File: config.mk
export PLATFORM = sky130hd
export DESIGN_NAME = booth_mul_unit_flat
export DESIGN_NICKNAME = d
export VERILOG_FILES = /design/src/rtl/booth_mul_unit_pkg.sv /design/src/rtl/booth_mul_unit_if.sv /design/src/rtl/booth_mul_unit_recoder.sv /design/src/rtl/booth_mul_unit.sv /design/src/flat_wrapper.sv
export SDC_FILE = /design/constraint.sdc
export NUM_CORES = 1
export LEC_CHECK = 0
export ABC_AREA = 1
export BUFFER_PORTS_ARGS = -buffer_cell sky130_fd_sc_hd__buf_2
export CORE_ASPECT_RATIO = 1.5
export CORE_MARGIN = 2
export CORE_UTILIZATION = 30
export DETAILED_ROUTE_END_ITERATION = 10
export GPL_TIMING_DRIVEN = 0
export PLACE_DENSITY = 0.53
export SYNTH_ARGS = -nofsm -noshare
export SYNTH_HDL_FRONTEND = slang
export SYNTH_SLANG_ARGS = --single-unit
File: constraint.sdc
create_clock -name Clock -period 2.97 [get_ports Clock]
set_input_delay 0.297 -clock Clock [delete_from_list [all_inputs] [get_ports Clock]]
set_output_delay 0.297 -clock Clock [all_outputs]
set_load 0.02 [all_outputs]
File: src/rtl/booth_mul_unit_pkg.sv
// Shared riscie package: FSM state encoding, ALU control code and Booth
// digit-select encoding for the multi-cycle multiplier.
// Build option: BOOTH_RADIX4_EN selects radix-4 recoding (3 bits per step,
// shift by 2). When it is undefined, radix-2 recoding is used (2 bits, shift by 1).
package riscie_pkg;

    typedef enum logic [1:0] {IDLE, RUN, DONE} mul_state_t;

    localparam logic [4:0] ALU_MUL = 5'b00010;

    typedef enum logic [2:0] {BS_ZERO, BS_PA, BS_NA, BS_P2A, BS_N2A} booth_sel_t;

`ifdef BOOTH_RADIX4_EN
    localparam int BOOTH_BITS = 3;   // recoder window on P
    localparam int BOOTH_STEP = 2;   // bits retired per step
`else
    localparam int BOOTH_BITS = 2;
    localparam int BOOTH_STEP = 1;
`endif

endpackage

File: src/rtl/booth_mul_unit_if.sv
// Handshake and operand/result bundle between the control sequencer (master)
// and the Booth multiplier (slave).
//   start, flush        : sequencer -> multiplier control
//   y_opnd, bus_opnd    : signed operands A (Y register) and B (bus)
//   busy, done          : multiplier status; done is a one-cycle pulse
//   result_hi/result_lo : product halves for ZHI/ZLO
interface booth_mul_unit_if #(parameter int WIDTH = 32) ();
    logic             start;
    logic             flush;
    logic [WIDTH-1:0] y_opnd;
    logic [WIDTH-1:0] bus_opnd;
    logic             busy;
    logic             done;
    logic [WIDTH-1:0] result_hi;
    logic [WIDTH-1:0] result_lo;

    modport master (output start, flush, y_opnd, bus_opnd,
                    input  busy, done, result_hi, result_lo);
    modport slave  (input  start, flush, y_opnd, bus_opnd,
                    output busy, done, result_hi, result_lo);
endinterface

File: src/rtl/booth_mul_unit_recoder.sv
// Booth recoder: maps the low window of the partial-product register P to a
// digit select. The window is 2 bits (radix-2) or 3 bits (radix-4, enabled by
// BOOTH_RADIX4_EN).
//   i_bits : P[BOOTH_BITS-1:0]
//   o_sel  : digit select (0, +A, -A, +2A, -2A)
module booth_recoder
    import riscie_pkg::*;
(
    input  logic [BOOTH_BITS-1:0] i_bits,
    output booth_sel_t            o_sel
);

    always_comb begin
        o_sel = BS_ZERO;
`ifdef BOOTH_RADIX4_EN
        case (i_bits)
            3'b001, 3'b010: o_sel = BS_PA;
            3'b011:         o_sel = BS_P2A;
            3'b100:         o_sel = BS_N2A;
            3'b101, 3'b110: o_sel = BS_NA;
            default:        o_sel = BS_ZERO;
        endcase
`else
        case (i_bits)
            2'b01:   o_sel = BS_PA;
            2'b10:   o_sel = BS_NA;
            default: o_sel = BS_ZERO;
        endcase
`endif
    end

endmodule

File: src/rtl/booth_mul_unit.sv
// Multi-cycle signed Booth multiplier for the Z register (ZHI/ZLO).
// Build option: BOOTH_RADIX4_EN halves the step count (radix-4 recoding).
// Ports:
//   Clock : system clock, rising edge
//   Clear : asynchronous active-low reset
//   mif   : slave side of booth_mul_unit_if (start/flush/operands in,
//           busy/done/result_hi/result_lo out)
// Latency from accepted start to done is N+1 cycles: N Booth steps plus one
// cycle to move P into the result registers.
module booth_mul_unit
    import riscie_pkg::*;
#(
    parameter int WIDTH = 32
) (
    input  logic             Clock,
    input  logic             Clear,
    booth_mul_unit_if.slave  mif
);

    // P layout: {upper field (WIDTH+2), multiplier B (WIDTH), appended 0}
    localparam int PW = 2*WIDTH + 3;
    localparam int UW = WIDTH + 2;
    localparam int N  = WIDTH / BOOTH_STEP;
    localparam int CW = $clog2(WIDTH) + 1;

    mul_state_t              r_state, w_state_nxt;
    logic [CW-1:0]           r_count;
    logic signed [WIDTH-1:0] r_a;
    logic [PW-1:0]           r_p;
    logic [WIDTH-1:0]        r_res_hi, r_res_lo;

    booth_sel_t              w_sel;
    logic signed [UW-1:0]    w_a_ext, w_addend, w_upper_sum;
    logic signed [PW-1:0]    w_p_cat, w_p_step;
    logic                    w_accept, w_last;

    booth_recoder u_recoder (
        .i_bits (r_p[BOOTH_BITS-1:0]),
        .o_sel  (w_sel)
    );

    assign w_accept = mif.start && !mif.flush && (r_state != RUN);
    // Extra RUN cycle after the N-th step transfers P into the result registers
    assign w_last   = (r_state == RUN) && (r_count == CW'(N));

    assign w_a_ext = {{2{r_a[WIDTH-1]}}, r_a};

    always_comb begin
        w_addend = '0;
        case (w_sel)
            BS_PA:   w_addend = w_a_ext;
            BS_NA:   w_addend = -w_a_ext;
            BS_P2A:  w_addend = w_a_ext <<< 1;
            BS_N2A:  w_addend = -(w_a_ext <<< 1);
            default: w_addend = '0;
        endcase
    end

    assign w_upper_sum = $signed(r_p[PW-1:WIDTH+1]) + w_addend;
    assign w_p_cat     = {w_upper_sum, r_p[WIDTH:0]};
    assign w_p_step    = w_p_cat >>> BOOTH_STEP;

    always_comb begin
        w_state_nxt = r_state;
        case (r_state)
            IDLE:    if (mif.start) w_state_nxt = RUN;
            RUN:     if (w_last)    w_state_nxt = DONE;
            DONE:    w_state_nxt = mif.start ? RUN : IDLE;
            default: w_state_nxt = IDLE;
        endcase
        if (mif.flush) w_state_nxt = IDLE;
    end

    always_ff @(posedge Clock or negedge Clear) begin
        if (!Clear) begin
            r_state  <= IDLE;
            r_count  <= '0;
            r_res_hi <= '0;
            r_res_lo <= '0;
        end else begin
            r_state <= w_state_nxt;
            if (mif.flush || w_accept) begin
                r_count <= '0;
            end else if (r_state == RUN && !w_last) begin
                r_count <= r_count + 1'b1;
            end
            if (!mif.flush && w_last) begin
                r_res_hi <= r_p[2*WIDTH:WIDTH+1];
                r_res_lo <= r_p[WIDTH:1];
            end
        end
    end

    // Datapath registers: only meaningful between an accepted start and the result write
    always_ff @(posedge Clock) begin
        if (w_accept) begin
            r_a <= $signed(mif.y_opnd);
            r_p <= {{UW{1'b0}}, mif.bus_opnd, 1'b0};
        end else if (r_state == RUN && !w_last) begin
            r_p <= w_p_step;
        end
    end

    assign mif.busy      = (r_state == RUN);
    assign mif.done      = (r_state == DONE);
    assign mif.result_hi = r_res_hi;
    assign mif.result_lo = r_res_lo;

endmodule

File: src/flat_wrapper.sv
// flat-port wrapper written by rule: the top's interface ports become plain ports
module booth_mul_unit_flat import riscie_pkg::*;
#(
    parameter int WIDTH = 32
)
  (Clock, Clear, mif_start, mif_flush, mif_y_opnd, mif_bus_opnd, mif_busy, mif_done, mif_result_hi, mif_result_lo);
  booth_mul_unit_if #(.WIDTH(WIDTH)) mif_i ();
  input  logic Clock;
  input  logic Clear;
  input wire logic [$bits(mif_i.start)-1:0] mif_start;
  input wire logic [$bits(mif_i.flush)-1:0] mif_flush;
  input wire logic [$bits(mif_i.y_opnd)-1:0] mif_y_opnd;
  input wire logic [$bits(mif_i.bus_opnd)-1:0] mif_bus_opnd;
  output wire logic [$bits(mif_i.busy)-1:0] mif_busy;
  output wire logic [$bits(mif_i.done)-1:0] mif_done;
  output wire logic [$bits(mif_i.result_hi)-1:0] mif_result_hi;
  output wire logic [$bits(mif_i.result_lo)-1:0] mif_result_lo;
  assign mif_i.start = mif_start;
  assign mif_i.flush = mif_flush;
  assign mif_i.y_opnd = mif_y_opnd;
  assign mif_i.bus_opnd = mif_bus_opnd;
  assign mif_busy = mif_i.busy;
  assign mif_done = mif_i.done;
  assign mif_result_hi = mif_i.result_hi;
  assign mif_result_lo = mif_i.result_lo;
  booth_mul_unit #(.WIDTH(WIDTH)) u_core (.Clock(Clock), .Clear(Clear), .mif(mif_i));
endmodule
# --- After elaboration in Yosys (flattened, before gate mapping) ---
# Index checks and enable logic that the tools add are counted.
# W data, S select, Z words.
classes:
  add_sub_neg: 4
  n_eq_ne: 12
  muxes: 11
  reduce_logical: 12
op_table:
  columns: ["op", "count"]
  rows:
  - ["$pmux W34 S4", 1]
  - ["$mux W33", 2]
  - ["$add A33 B34 Y34", 1]
  - ["$neg A32 Y34", 1]
  - ["$neg A33 Y34", 1]
  - ["$mux W6", 2]
  - ["$eq A2 B2 Y1 const B", 4]
  - ["$add A6 B1 Y6 const B", 1]
  - ["$eq A2 B1 Y1 const B", 3]
  - ["$eq A6 B6 Y1 const B", 1]
  - ["$mux W2", 3]
  - ["$pmux W2 S3", 1]
  - ["$logic_and A1 B1 Y1", 5]
  - ["$pmux W2 S2", 1]
  - ["$reduce_bool A2 Y1", 2]
  - ["$eq A2 B3 Y1 const B", 1]
  - ["$ne A3 B2 Y1 const B", 1]
  - ["$ne A3 B3 Y1 const B", 1]
  - ["$logic_not A1 Y1", 2]
  - ["$logic_not A2 Y1", 1]
  - ["$ne A2 B1 Y1 const B", 1]
  - ["$reduce_and A2 Y1", 1]
  - ["$logic_or A1 B1 Y1", 1]
  - ["$mux W1", 1]
word_totals:
  regBits: 170
  inputBits: 68
  out_inout_bits: 66
  word_cells: 46

# --- Logic depth before layout (Yosys ltp) ---
# Gate-level depths: netlist of run 1.
logic_depth:
  word_depth: 7
  ltp_mapped: 25
  ltp_nobuf: 25

# --- Modules after synthesis ---
# A second synthesis of run 1 with hierarchy kept.
hier_totals:
  hier_cells: 1298
  area_unflattened_um2: 10013.4
by_module_without_submodules:
  columns: ["mod", "n_inst", "cells_per_inst", "area_per_inst_um2", "seq_area_each_um2"]
  rows:
  - ["booth_mul_unit", 1, 1292, 9987.1, 4404.2]
  - ["booth_recoder", 1, 6, 26.3, 0.0]

# --- Least setup slack after synthesis of run 1 ---
# No wires, ideal clock.
synth_timing:
  path_kind: "reg-to-reg"
  startpoint: "register u_core.r_p[1]"
  endpoint: "register u_core.r_p[60]"
  setup_ns: 0.115
  arrival_time_ns: 2.811
  required_time_ns: 2.855
  setup_slack_ns: 0.044
  path_stages_with_launch: 22
  path_buffers: 2
  synth_period_minus_slack_ns: 2.926
  cell_sequence: "edfxtp_1 inv_1 ha_1 clkbuf_1 clkbuf_1 nor2_1 nor3_1 ha_1 inv_1 fa_1 inv_1 nand3_1 nand2_2 nand2_1 nand3_2 nand2_1 nand2_1 nand3b_1 nand2_1 nor2_1 o21ai_0 inv_1"
synth_between:
  elab_chain_len: 5
  word_cells_on_any_way: 9
  classes_between: "add/sub: 1; eq/ne: 6; mux: 2"
synth_lines:
  columns: ["item", "line", "text"]
  rows:
  - ["start: declaration", "booth_mul_unit.sv:29", "logic [PW-1:0] r_p;"]
  - ["start signal: assignment", "booth_mul_unit.sv:98", "r_p <= {{UW{1'b0}}, mif.bus_opnd, 1'b0};"]
  - ["start signal: assignment", "booth_mul_unit.sv:100", "r_p <= w_p_step;"]
  - ["$eq A2 B2 Y1 / $eq A2 B1 Y1 (equally long branches)", "booth_mul_unit_recoder.sv:24", "case (i_bits)"]
  - ["$pmux W2 S2 (*)", "booth_mul_unit_recoder.sv:24", null]
  - ["$eq A2 B3 Y1, or another cell as far along", "booth_mul_unit.sv:50", "case (w_sel)"]
  - ["$pmux W34 S4 (*)", "booth_mul_unit.sv:50", null]
  - ["$add A33 B34 Y34 (*)", "booth_mul_unit.sv:59", "assign w_upper_sum = $signed(r_p[PW-1:WIDTH+1]) + w_addend;"]
# Every way passes the cells marked *; elsewhere a longest branch is shown, timed or not.
# A chain may end at the register's enable or synchronous reset.

# --- Final worst setup path of run 1 ---
layout_timing:
  startpoint: "register u_core.r_p[1]"
  endpoint: "register u_core.r_p[58]"
# The elaborated chain is that of the path after synthesis.

==> flow_summary.toml, run 1 <==
[layout]
mostFrequentLayoutCell = "nand2_1"
nNetsFinal = 1700
drive_gt1_share_pct = 35.0
antennaDiodeCount = 0
syn_to_final_growth_pct = 43.1
layout_common_cells = "nand2_1 (293), inv_1 (166), buf_2 (147)"

[logic_synthesis]
syn-num-nets = 1432
synth_compound_gate_area_share_pct = 14.8
yosys.area_share.simple_pct = 25.2
synthAdderAreaFrac_pct = 5.05
async_reset_ff_share_pct = 42.4
synth_cell_types = 48
syn_inst = 1324
synth_edf_count = 64
synth_top_family_by_area = "simple AND/OR/NAND/NOR gates"
synth-seq-cells = 170
syn_area_um2 = 10100
synth_warnings = 0
synthXorXnorAreaFrac_pct = 1.39
syn_area_per_cell_um2 = 7.60
synthFlopType = "dfrtp_1"
muxShareOfSynthArea_pct = 0
seq_area_frac_synth_pct = 43.8

[drt]
drtAntennaViolNets = 0
drtIter0Drc = 413
vias = 9620
viasPerCell = 4.75
dr.pass1.iters = 4
avgRoutedWirePerCell_um = 15.8
finalWirelength_mm = 31.9
drcViolationCount = 0

[global_routing]
grt_busiest_layer = "met2"
gr-usage-all-layers_pct = 18.0
use_met3_pct = 2.66
antenna_found_initial = 0
met1_usage_pct = 19.4
gr-total-overflow = 0
grt_max_degree = 62
grt_pass1_vias = 9648
use_met2_pct = 34.8
grt_pass1_wl_mm = 49.9

[sta]
layout_setup_ws_ns = -0.234
worst_pin_slew_ns = 0.889
finalSetupViolCount = 21
period_share_pct = 108
tns_ns = -3.03
grt_setup_unrepaired = "yes"
period_needed_ns = 3.20
fmax_ghz = 0.312
skew_ns = 0.00964
slew_headroom_pct = 40.8
whs_ns = 0.0283
hold_violations = 0
final_max_slew_viol_count = 0

[clocking]
clkSlewWorstSetupHoldPaths_ns = 0.07
cts_tree = "yes"
clk_path_buf_depth = 2
cts_inserted_buffers = 17
cts_sinks = 170
insertion_delay_ns = 0.45
root_buffer = "clkbuf_16"
h-tree-depth = 4

[setup_path]
cp_data_required_time_ns = 3.32
crit_buf_inv = 5
critPathMaxFanout = 10
path_cells = "buf_6 > buf_6 > ha_4 > buf_6 > clkbuf_4 > nand3_1 > a31oi_1 > ha_2 > a21oi_2 > o21ai_1 > a21oi_2 > nor2_1 > nor2_2 > nand2_2 > nand2_1 > nand2_1 > o21ai_1 > inv_1"
worstSetupPathType = "register to register"
end_kind = "register"
start_kind = "register"
cpMostUsedCell = "buf_6"
slowest_stage = "edfxtp_1"
crit_arrival_ns = 3.55
path_delay_family = "compound AO/OA/AOI/OAI gates"
slowest_delay_ns = 0.55

[flow_run]
drv_cap = 0

[floorplanning]
die_width_um = 154
start_util_pct = 30.3
die_height_um = 228
design.portCount = 134
core-area_um2 = 33200
row_count = 82
die_area_um2 = 35000

[power_and_ir_drop]
p_leak_nw = 6.47
p_per_area_nw_per_um2 = 792
peakVddDrop_mv = 0.321

[outcome]
outcome = "complete, but fails checks"
violations = "setup timing"

[place]
gp_congestion = 0.885
dp_hpwl_mm = 24.7
numPortBuffers = 133

[min_path]
hold_path_class = "input port to register"
==> synth_stat cells (all sizes together) (3+ instances only) <==
library cell / instances / area share, %
nand2: 361 / 14
inv: 189 / 7.1
o21ai: 150 / 7.5
nor2: 102 / 4.1
nand3: 74 / 4.1
a21oi: 73 / 3.7
dfrtp: 72 / 18
edfxtp: 64 / 19
ha: 39 / 4.9
dfxtp: 34 / 6.8
a31oi: 29 / 1.8
buf: 28 / 2.0
nor3: 21 / 1.4
clkbuf: 19 / 0.71
nand4: 17 / 1.1
xor2: 10 / 0.87
o211ai: 7 / 0.52
a21o: 6 / 0.45
xnor2: 6 / 0.52
nor4: 4 / 0.25
or2: 4 / 0.25
o21bai: 3 / 0.22
==> worst register-to-register path, cell delays in order (launching register included) <==
cell and delay (ns):
edfxtp_1 0.55, buf_6 0.16, buf_6 0.09, ha_4 0.15, buf_6 0.14, clkbuf_4 0.24
nand3_1 0.10, a31oi_1 0.22, ha_2 0.38, a21oi_2 0.18, o21ai_1 0.15, a21oi_2 0.16
nor2_1 0.08, nor2_2 0.11, nand2_2 0.10, nand2_1 0.08, nand2_1 0.05, o21ai_1 0.14
inv_1 0.05
==> per-layer routing <==
layer / vias to the layer above / routed length (um)
met2: 188 / 17500
li1: 4906 / -
met1: 4469 / 12400
met4: 0 / 1060
met5: - / 0
met3: 57 / 1010
==> area by class of cell <==
type / instances / area (um^2)
Buffer: 44 / 329
Clock buffer: 19 / 464
Clock inverter: 13 / 130
Fill cell: 3397 / 18800
Inverter: 189 / 717
Multi-Input combinational cell: 918 / 6060
Sequential cell: 170 / 4400
Tap cell: 420 / 526
Timing Repair Buffer: 252 / 1760
==> flip-flops by register name (all words and copies together) (netlist names) <==
signal and flops:
u_core.r_state 2, u_core.mif.result_hi 32, u_core.r_count 6, u_core.r_a 32
u_core.r_p 66, u_core.mif.result_lo 32
==> path summary, 6_finish.rpt <==
check | cells after the start | endpoint | slack, ns | start
max | 18 | u_core.r_p[58] | -0.23 | u_core.r_p[1]
min | 1 | u_core.r_a[26] | 0.03 | mif_y_opnd[26]
max reg2reg | 18 | u_core.r_p[58] | -0.23 | u_core.r_p[1]
min reg2reg | 2 | u_core.mif.result_hi[15] | 0.47 | u_core.mif.result_hi[15]
max in group asynchronous | 3 | u_core.mif.result_lo[3] | 2.16 | Clear
min in group asynchronous | 2 | u_core.mif.result_lo[31] | 0.22 | Clear
==> kinds of logic (layout without fill, tap and decap cells) <==
logic type	Yosys count	in the layout
compound gates	275	275
xor+xnor	16	16
fa+ha+maj	40	40
buf+inv	236	517
flops	170	170
simple gates	587	587
==> repair_timing <==
action / CTS / global route
pin swaps: 58 / 89
gates resized for setup: 216 / 184
endpoints found under the setup margin: 33 / 49
cloned: 0 / 1
hold buffers: 31 / 0
endpoints found under the hold margin: 102 / 0
buffers inserted: 54 / 31
==> metrics by stage <==
stage | utilization [%] | cell area [um^2] | std cells | total power, mW | setup WS, ns
floorplan | - | 10100 | 1324 | 5.85 | 0.0438
global placement | 33.8 | 11200 | 1877 | 6.95 | -1.36
detailed placement | 34.0 | 11300 | 1879 | 7.00 | -1.35
CTS | 40.3 | 13400 | 1993 | 10.4 | -0.289
global route | 43.3 | 14400 | 2025 | 12.1 | -0.482
finish | 43.3 | 14400 | 2025 | 11.4 | -0.234
==> power breakdown <==
| part | total, mW | internal, mW | switching, mW |
|---|---|---|---|
| Combinational | 5.90 | 2.41 | 3.49 |
| Clock | 2.24 | 1.18 | 1.06 |
| Sequential | 3.26 | 2.91 | 0.351 |
No activity file was read; power rests on OpenSTA's default activity.
==> inputs of run 2 (changes only) <==
--- a/config.mk
+++ b/config.mk
@@ -12,7 +12,6 @@
 export CORE_UTILIZATION = 30
 export DETAILED_ROUTE_END_ITERATION = 10
 export GPL_TIMING_DRIVEN = 0
-export PLACE_DENSITY = 0.53
 export SYNTH_ARGS = -nofsm -noshare
 export SYNTH_HDL_FRONTEND = slang
 export SYNTH_SLANG_ARGS = --single-unit
==> run 2 against run 1 <==
Against the previous run: the run still ends with setup timing left; setup slack worse by 0.065 ns; register-to-register slack lost 0.06 ns; combinational power down 3%; wire length up 0.11%; clock skew about the same; critical endpoint is now u_core.r_p[65]; highest routed layer unchanged.
==> flow_summary.toml, run 2 (same netlist as run 1, synthesis figures left out) <==
[setup_path]
path_cells = "inv_2 > ha_4 > nand2_4 > nor2_4 > buf_12 > nand2_8 > inv_4 > nand4_1 > o21ai_2 > nand3_2 > a31oi_4 > ha_4 > a21oi_4 > o21a_1 > a21oi_2 > nor2_2 > nand3_2 > nand2_1 > nor2_1 > nor2_1 > nor2_1"
crit_buf_inv = 3
end_kind = "register"
path_delay_family = "simple AND/OR/NAND/NOR gates"
crit_arrival_ns = 3.62
cpMostUsedCell = "nor2_1"
worstSetupPathType = "register to register"
cp_data_required_time_ns = 3.32
ff2ff_path_depth = 21
r2r_setup_slack_ns = -0.30
slowest_delay_ns = 0.44
start_kind = "register"
critPathMaxFanout = 5
worstReg2RegStart = "u_core.r_a[1]"
slowest_stage = "edfxtp_1"
r2r_end = "u_core.r_p[65]"

[sta]
hold_violations = 0
final_max_slew_viol_count = 0
worst_pin_slew_ns = 0.934
skew_ns = 0.00978
tns_ns = -3.75
period_share_pct = 110
finalSetupViolCount = 20
layout_setup_ws_ns = -0.298
whs_ns = 0.0272
period_needed_ns = 3.27
fmax_ghz = 0.306
slew_headroom_pct = 37.7
grt_setup_unrepaired = "yes"

[drt]
drtIter0Drc = 621
vias = 9741
drtAntennaViolNets = 0
viasPerCell = 4.85
dr.pass1.iters = 5
avgRoutedWirePerCell_um = 15.9
drcViolationCount = 0
finalWirelength_mm = 32.0

[power_and_ir_drop]
peakVddDrop_mv = 0.485
p_leak_nw = 6.38
p_per_area_nw_per_um2 = 797

[min_path]
hold_path_end = "u_core.r_a[17]"
hp-start = "mif_y_opnd[17]"
hold_path_class = "input port to register"
hold_path_depth = 1

[place]
numPortBuffers = 133
place_area_um2 = 11300
dp_cells = 1879
gp_congestion = 1.00
dp_hpwl_mm = 23.8

[layout]
nNetsFinal = 1683
design_area_um2 = 14100
layout_common_cells = "nand2_1 (291), inv_1 (165), buf_2 (149)"
largest_reg_flops = 66
syn_to_final_growth_pct = 39.7
fillers = 3284
mostFrequentLayoutCell = "nand2_1"
ff_latch_area_um2 = 4400
multiInputGateArea_um2 = 5930
final_cells = 2008
antennaDiodeCount = 0
largest-register = "u_core.r_p"
drive_gt1_share_pct = 33.8

[outcome]
outcome = "complete, but fails checks"
violations = "setup timing"

[clocking]
cts_sinks = 170
clkSlewWorstSetupHoldPaths_ns = 0.07
insertion_delay_ns = 0.45
root_buffer = "clkbuf_16"
clk_path_buf_depth = 2
cts_inserted_buffers = 17
h-tree-depth = 4
cts_tree = "yes"

[floorplanning]
design.portCount = 134
core-area_um2 = 33200
row_count = 82
die_height_um = 228
die_width_um = 154
start_util_pct = 30.3
die_area_um2 = 35000

[global_routing]
gr-total-overflow = 0
grt_max_degree = 70
grt_pass1_wl_mm = 49.1
antenna_found_initial = 0
gr-usage-all-layers_pct = 17.7
grt_pass1_vias = 9658

[flow_run]
drv_cap = 0
run 2: changes by cell type in the layout (fill, tap and decap cells not counted), moves of 4 or more:
cell           before  now
a31oi_1            13   19
buf_4              72   63
buf_6              25   19
dlygate4sd3_1      31   27
ha_1               15   19
nand2_4            12   16
nand3_1            55   50
nand3_2            14   18
nor2_1             57   62
run 2: area by class of cell:
cell class                      count  share of cell area [%]
Multi-Input combinational cell    918                    42.2
Tap cell                          420                    3.74
Inverter                          189                    5.07
Clock buffer                       20                    3.41
Clock inverter                     12                   0.881
Buffer                             45                    2.10
Timing Repair Buffer              234                    11.2
Sequential cell                   170                    31.3
run 2: worst reg2reg max path: stages (launching register included):
cell and delay, ns:
edfxtp_1 0.44, inv_2 0.12, ha_4 0.15, nand2_4 0.06, nor2_4 0.16, buf_12 0.14, nand2_8 0.06, inv_4 0.06
nand4_1 0.22, o21ai_2 0.22, nand3_2 0.12, a31oi_4 0.19, ha_4 0.26, a21oi_4 0.17, o21a_1 0.21, a21oi_2 0.09
nor2_2 0.16, nand3_2 0.10, nand2_1 0.07, nor2_1 0.04, nor2_1 0.08, nor2_1 0.05
run 2: worst max path at each step:
| stage | to | cells past startpoint | from |
|---|---|---|---|
| 2_1_floorplan | u_core.r_p[60] | 21 | u_core.r_p[1] |
| 3_3_place_gp | u_core.r_p[62] | 19 | u_core.r_p[1] |
| 3_5_place_dp | u_core.r_p[62] | 19 | u_core.r_p[1] |
| 4_1_cts | u_core.r_p[57] | 22 | u_core.r_a[1] |
| 5_1_grt | u_core.r_p[65] | 21 | u_core.r_a[1] |
| 6_report | u_core.r_p[65] | 21 | u_core.r_a[1] |
run 2: through the flow:
stage,utilization (%),total power [mW],setup slack [ns]
global placement,33.8,6.87,-1.33
global route,42.3,11.9,-0.539
detailed placement,34.0,6.94,-1.36
CTS,39.7,10.2,-0.314
finish,42.3,11.2,-0.298
floorplan,-,5.85,0.0438
run 2: where the power goes:
part           internal, mW  switching (mW)  leakage (nW)
clock                  1.21            1.04         0.298
combinational          2.28            3.45          4.29
sequential             2.91           0.323          1.79
total                  6.39            4.81          6.38
run 2: layer usage:
layer	GRT usage (%)	vias up	wire length, um
met5	0	-	0
met1	19.3	4507	12600
met4	8.20	0	1480
met2	33.1	285	16600
li1	-	4868	-
met3	2.53	81	1270
run 2: timing repair:
item	CTS	global route
buffers inserted	46	29
hold endpoints to repair	98	0
pin swaps	92	96
hold buffers	27	0
resized for setup	201	160
endpoints found under the setup margin	33	49
